<file path="src/rtl/seg_mux_display.sv">
// seg_mux_display: N-digit multiplexed seven-segment driver.
// A hex value arrives over a valid/ready port into a pending buffer and is
// copied to the active buffer only at frame end, so a frame never mixes two
// values. Digits are scanned round-robin; each slot is 16 sub-ticks with
// sub-tick 0 kept dark as a ghosting guard and sub-ticks 1..bright lit.
// Optional feature: define SEG_LZB_EN for leading-zero blanking.
module seg_mux_display #(
   parameter int DIGITS         = 3,
   parameter int TICK_DIV       = 4,
   parameter int SEG_ACTIVE_LOW = 1,
   parameter int EN_ACTIVE_LOW  = 1
) (
   input  logic                  cin,
   input  logic                  rst,
   input  logic                  wr_valid,
   output logic                  wr_ready,
   input  logic [4*DIGITS-1:0]   wr_data,
   input  logic [DIGITS-1:0]     wr_dp,
   input  logic [3:0]            bright,
   output logic [7:0]            seg,
   output logic [DIGITS-1:0]     en,
   output logic                  frame
);

   localparam int PRE_W = (TICK_DIV > 1) ? $clog2(TICK_DIV) : 1;
   localparam int DIG_W = (DIGITS > 1) ? $clog2(DIGITS) : 1;
   localparam logic [PRE_W-1:0]  PRE_LAST = PRE_W'(TICK_DIV - 1);
   localparam logic [DIG_W-1:0]  DIG_LAST = DIG_W'(DIGITS - 1);
   localparam logic [7:0]        SEG_OFF  = (SEG_ACTIVE_LOW != 0) ? 8'hFF : 8'h00;
   localparam logic [DIGITS-1:0] EN_OFF   = (EN_ACTIVE_LOW != 0) ? {DIGITS{1'b1}} : '0;

   // scan counters
   logic [PRE_W-1:0]     r_pre;
   logic [3:0]           r_sub;
   logic [DIG_W-1:0]     r_dig;

   // double buffer
   logic [4*DIGITS-1:0]  r_pend_data;
   logic [DIGITS-1:0]    r_pend_dp;
   logic                 r_pend_full;
   logic [4*DIGITS-1:0]  r_act_data;
   logic [DIGITS-1:0]    r_act_dp;

   // per-slot state and registered outputs
   logic [3:0]           r_bright;
   logic [7:0]           r_seg;
   logic [DIGITS-1:0]    r_en;

   logic                 w_pre_wrap;
   logic                 w_sub_wrap;
   logic                 w_dig_last;
   logic                 w_frame_end;
   logic [PRE_W-1:0]     w_pre_nx;
   logic [3:0]           w_sub_nx;
   logic [DIG_W-1:0]     w_dig_nx;
   logic                 w_slot_start_nx;
   logic                 w_swap;
   logic                 w_wr_acc;
   logic [4*DIGITS-1:0]  w_act_data_nx;
   logic [DIGITS-1:0]    w_act_dp_nx;
   logic [3:0]           w_bright_nx;
   logic [3:0]           w_nibs [DIGITS];
   logic [3:0]           w_nib;
   logic                 w_dp_bit;
   logic [6:0]           w_hex7;
   logic                 w_blank;
   logic [7:0]           w_seg_pat;
   logic                 w_drive;
   logic [DIGITS-1:0]    w_onehot;
   logic [DIGITS-1:0]    w_en_pat;

   assign w_pre_wrap  = (r_pre == PRE_LAST);
   assign w_sub_wrap  = (r_sub == 4'd15);
   assign w_dig_last  = (r_dig == DIG_LAST);
   assign w_frame_end = w_pre_wrap & w_sub_wrap & w_dig_last;

   assign w_pre_nx = w_pre_wrap ? '0 : r_pre + PRE_W'(1);
   assign w_sub_nx = w_pre_wrap ? r_sub + 4'd1 : r_sub;
   assign w_dig_nx = (w_pre_wrap & w_sub_wrap) ? (w_dig_last ? '0 : r_dig + DIG_W'(1)) : r_dig;
   assign w_slot_start_nx = (w_pre_nx == '0) && (w_sub_nx == 4'd0);

   assign w_wr_acc = wr_valid & ~r_pend_full;
   assign w_swap   = w_frame_end & r_pend_full;

   // Outputs for the next cycle are computed from the post-edge state, so the
   // value swapped in at frame end is already what digit 0 decodes next.
   assign w_act_data_nx = w_swap ? r_pend_data : r_act_data;
   assign w_act_dp_nx   = w_swap ? r_pend_dp   : r_act_dp;
   assign w_bright_nx   = w_slot_start_nx ? bright : r_bright;

   genvar gi;
   generate
      for (gi = 0; gi < DIGITS; gi++) begin : g_nib
         assign w_nibs[gi] = w_act_data_nx[4*gi +: 4];
      end
   endgenerate

   assign w_nib    = w_nibs[w_dig_nx];
   assign w_dp_bit = w_act_dp_nx[w_dig_nx];

`ifdef SEG_LZB_EN
   // w_lz_upper[k] is set when nibbles k..DIGITS-1 are all zero.
   logic [DIGITS:0] w_lz_upper;
   assign w_lz_upper[DIGITS] = 1'b1;
   generate
      for (gi = 0; gi < DIGITS; gi++) begin : g_lz
         assign w_lz_upper[gi] = w_lz_upper[gi+1] & (w_nibs[gi] == 4'h0);
      end
   endgenerate
   assign w_blank = (w_dig_nx != '0) & w_lz_upper[w_dig_nx];
`else
   assign w_blank = 1'b0;
`endif

   // hex nibble to active-high {g,f,e,d,c,b,a}
   always_comb begin
      w_hex7 = 7'h00;
      case (w_nib)
         4'h0: w_hex7 = 7'h3F;
         4'h1: w_hex7 = 7'h06;
         4'h2: w_hex7 = 7'h5B;
         4'h3: w_hex7 = 7'h4F;
         4'h4: w_hex7 = 7'h66;
         4'h5: w_hex7 = 7'h6D;
         4'h6: w_hex7 = 7'h7D;
         4'h7: w_hex7 = 7'h07;
         4'h8: w_hex7 = 7'h7F;
         4'h9: w_hex7 = 7'h6F;
         4'hA: w_hex7 = 7'h77;
         4'hB: w_hex7 = 7'h7C;
         4'hC: w_hex7 = 7'h39;
         4'hD: w_hex7 = 7'h5E;
         4'hE: w_hex7 = 7'h79;
         4'hF: w_hex7 = 7'h71;
         default: w_hex7 = 7'h00;
      endcase
   end

   assign w_seg_pat = {w_dp_bit, (w_blank ? 7'h00 : w_hex7)};

   // Sub-tick 0 is never lit so segments settle before the digit is driven.
   assign w_drive  = (w_sub_nx != 4'd0) && (w_sub_nx <= w_bright_nx);
   assign w_onehot = DIGITS'(1) << w_dig_nx;
   assign w_en_pat = w_drive ? w_onehot : '0;

   // prescaler / sub-tick / digit scan counters
   always_ff @(posedge cin) begin
      if (rst) begin
         r_pre <= '0;
         r_sub <= 4'd0;
         r_dig <= '0;
      end else begin
         r_pre <= w_pre_nx;
         r_sub <= w_sub_nx;
         r_dig <= w_dig_nx;
      end
   end

   // pending/active double buffer; accept and swap never coincide because
   // accept needs pending empty and swap needs it full
   always_ff @(posedge cin) begin
      if (rst) begin
         r_pend_data <= '0;
         r_pend_dp   <= '0;
         r_pend_full <= 1'b0;
         r_act_data  <= '0;
         r_act_dp    <= '0;
      end else begin
         if (w_swap) begin
            r_act_data  <= r_pend_data;
            r_act_dp    <= r_pend_dp;
            r_pend_full <= 1'b0;
         end else if (w_wr_acc) begin
            r_pend_data <= wr_data;
            r_pend_dp   <= wr_dp;
            r_pend_full <= 1'b1;
         end
      end
   end

   // segment pattern latched at slot start; digit enable follows the duty window
   always_ff @(posedge cin) begin
      if (rst) begin
         r_bright <= 4'd0;
         r_seg    <= SEG_OFF;
         r_en     <= EN_OFF;
      end else begin
         r_bright <= w_bright_nx;
         if (w_slot_start_nx) begin
            r_seg <= (SEG_ACTIVE_LOW != 0) ? ~w_seg_pat : w_seg_pat;
         end
         r_en <= (EN_ACTIVE_LOW != 0) ? ~w_en_pat : w_en_pat;
      end
   end

   assign wr_ready = ~r_pend_full;
   assign seg      = r_seg;
   assign en       = r_en;
   assign frame    = w_frame_end;

endmodule

</file>
<file path="config.mk">
export PLATFORM = sky130hd
export DESIGN_NAME = seg_mux_display
export DESIGN_NICKNAME = d
export VERILOG_FILES = /design/src/rtl/seg_mux_display.sv
export SDC_FILE = /design/constraint.sdc
export NUM_CORES = 1
export LEC_CHECK = 0
export CAP_MARGIN = 20
export CORE_UTILIZATION = 59
export CTS_CLUSTER_SIZE = 10
export DETAILED_ROUTE_END_ITERATION = 7
export GPL_ROUTABILITY_DRIVEN = 1
export PLACE_DENSITY = 0.86
export SLEW_MARGIN = 10
export SYNTH_ARGS = -nofsm -noshare
export SYNTH_HDL_FRONTEND = slang
export SYNTH_SLANG_ARGS = --single-unit
export TNS_END_PERCENT = 5
</file>
<file path="constraint.sdc">
create_clock -name cin -period 7.75 [get_ports cin]
set_input_delay 1.55 -clock cin [delete_from_list [all_inputs] [get_ports cin]]
set_output_delay 1.55 -clock cin [all_outputs]
set_load 0.05 [all_outputs]
</file>
==> reports/metrics.cfg <==
[worst_setup_path]
crit_path_top_delay_cell=clkdlybuf4s50_1
crit_family=buffers and inverters
path_buf_inv=1
r2r-start=r_pre[0]
rr_endpoint=en[1]
crit_cells=4
max_stage_delay_ns=0.82
worstPathMaxFanout=19
crit_path_end_kind=primary output
start_kind=flop
path_cells=ha_1 -> nand4_2 -> nor2_1 -> clkdlybuf4s50_1
crit_arrival_ns=2.46
ff2ff_setup_slack_ns=4.41
worstPathRequired_ns=6.20
reg2reg_depth=13
path_class=reg2out

[routing]
drtAntennaViolNets=0
top_layer=met4
drt-vias-per-instance=5.645
first_iter_violations=188
drt_pass1_iterations=4
wirelength_um=5426
routed-via-count=2292
wl_met2_um=2634
wl_met3_um=204
wl_met1_um=2514
drcViolationCount=0
wire_per_inst_um=13.36

[pwr]
power_density_mw_per_mm2=161.7
peakVddDrop_mv=0.1110
finalPower_mw=0.5194
leakage_nw=1.144

[global_routing]
grt_overflow=0
antenna_found_initial=0
grt_usage_pct=23.10
grt_pass1_wl_um=9259
grt_start_max_net_pins=51
grt_pass1_vias=2095

[floorplan]
ios=35
die_h_um=70.72
die_area_mm2=0.005001
row_count=24
start_util_pct=62.70
fp.dieW_um=70.72
core-area_mm2=0.004444

[cells_and_area]
num_antenna_cells=0
layout-drive-gt1-share_pct=9.887
final_common_cell=nand2_1
layout_common_cells=nand2_1, dfxtp_1, a21oi_1
nets=387
syn_to_final_growth_pct=15.31

[clock_tree]
cts_sinks=54
cts_buffers=5
cts_setup_buffers=0
hold_buffers=0
clk_pin_slew_ns=0.09
h-tree-depth=2
clk_path_buf_depth=2
clock_latency_ns=0.31
cts_root_buf=clkbuf_8
tritoncts=built
cts.repair.resized=0

[synth]
synth_area_mm2=0.002786
synth_cell_types=56
synth_edf_count=0
ys_async_sr_fraction_pct=0
ys.flop_type=dfxtp_1
ys_seq_area_share_pct=38.80
syn_avg_cell_area_um2=8.444
synth_nets=364
netlist_instances=330
yosysWarnings=0
ys_ff_latch=54

[sta]
fin_setup_tns_ns=0
max_freq_mhz=249.6
period_needed_ns=4.006
maxSlewHeadroom_pct=38.44
hold_violations=0
slew_viol_final=0
rsz0062_at_grt=no
fin_skew_ns=0.008937
setup_viol=0
fin_crit_sh_pct=51.69
worstMarginPinSlew_ns=0.9215

[min_path]
hold_depth=1
hold_path_class=reg2reg
min_from=r_pre[0]
hold_end=r_pre[0]

[place]
io_buffers=34
dpl.hpwl_um=3850
routabilityCongestion=0.8305

[run_status]
status=finished, final reports clean

[flow_run]
maxCapViolCount=0

logic make-up (layout without fill, tap and decap cells):
kind of cell / after synthesis / in the layout / synth area share (%)
AO/OA/AOI/OAI: 76 / 76 / 18.95
XOR/XNOR: 5 / 5 / 1.572
adder cells (fa/ha/maj): 12 / 12 / 5.388
buffers and inverters: 26 / 50 / 4.625
flip-flops: 54 / 54 / 38.80
multiplexers: 18 / 18 / 6.915
AND/OR/NAND/NOR: 139 / 139 / 23.75
power breakdown:
part / switching (mW) / internal (mW) / leakage (nW)
combinational: 0.0199 / 0.0192 / 0.647
clock: 0.0941 / 0.0969 / 0.0585
sequential: 0.00475 / 0.285 / 0.439
layout make-up:
class	count	area, um2
multi-input combinational	250	1577
fill	339	1231
sequential	54	1081
timing repair buffer	36	355.3
clock buffer	5	68.82
tap	52	65.06
clock inverter	3	43.79
inverter	6	22.52
synthesized netlist by cell type (3+ instances only):
cell type / number / area share, %
a211oi_1: 4 / 1.1
a211oi_2: 4 / 1.8
a21oi_1: 42 / 7.5
and4_1: 5 / 1.6
buf_1: 4 / 0.54
buf_2: 4 / 0.72
buf_6: 3 / 1.2
clkbuf_1: 8 / 1.1
dfxtp_1: 54 / 39
ha_1: 12 / 5.4
inv_1: 6 / 0.81
mux2i_1: 14 / 5.0
nand2_1: 74 / 10
nand2b_1: 3 / 0.67
nand3_1: 3 / 0.54
nor2_1: 22 / 3.0
nor2b_1: 9 / 2.0
nor3_1: 5 / 0.90
o21ai_0: 4 / 0.72
or2_2: 4 / 0.90
xnor2_1: 4 / 1.3
worst register-to-register path: stages, from the launching register on:
cell and delay [ns]:
dfxtp_1 0.34, ha_1 0.34, nand4_1 0.15, xor2_1 0.24
inv_1 0.12, nor2_1 0.44, mux2i_1 0.29, ha_1 0.27
nor2b_1 0.13, o21ai_0 0.17, nand2b_1 0.08, a21oi_1 0.13
o21ai_0 0.19, or3_1 0.35
per-stage QoR:
stage                     instance area (um2)  setup WS, ns  utilization (%)  hold slack (ns)  instances
after floorplan                          2786         4.467                -           0.4043        330
after global placement                   3093         4.127            69.59           0.4101        397
after detailed placement                 3093         4.077            69.59           0.4161        397
after CTS                                3206         3.730            72.13           0.4292        405
after global routing                     3213         3.597            72.30           0.4422        406
final                                    3213         3.744            72.30           0.4286        406
worst max-delay path by stage:
stage	start	end	slack, ns
CTS	r_pre[0]	frame	3.73
detailed placement	r_pre[0]	frame	4.08
global route	r_pre[0]	frame	3.60
floorplan	r_sub[0]	frame	4.47
global placement	r_pre[0]	frame	4.13
finish	r_pre[0]	frame	3.74
metal layers:
layer / GRT usage (%) / up-vias
li1: - / 1187
met1: 29.32 / 1050
met2: 39.53 / 48
met3: 4.558 / 7
met4: 7.556 / 0
met5: 0 / -
registers in the layout, indices dropped and copies added, names as in the netlist:
signal       cells
r_act_data      12
r_bright         4
seg              8
r_pend_full      1
r_dig            2
r_pend_data     12
r_sub            4
r_pend_dp        3
en               3
r_act_dp         3
r_pre            2
Note: power is estimated with default switching activity, not from simulation.
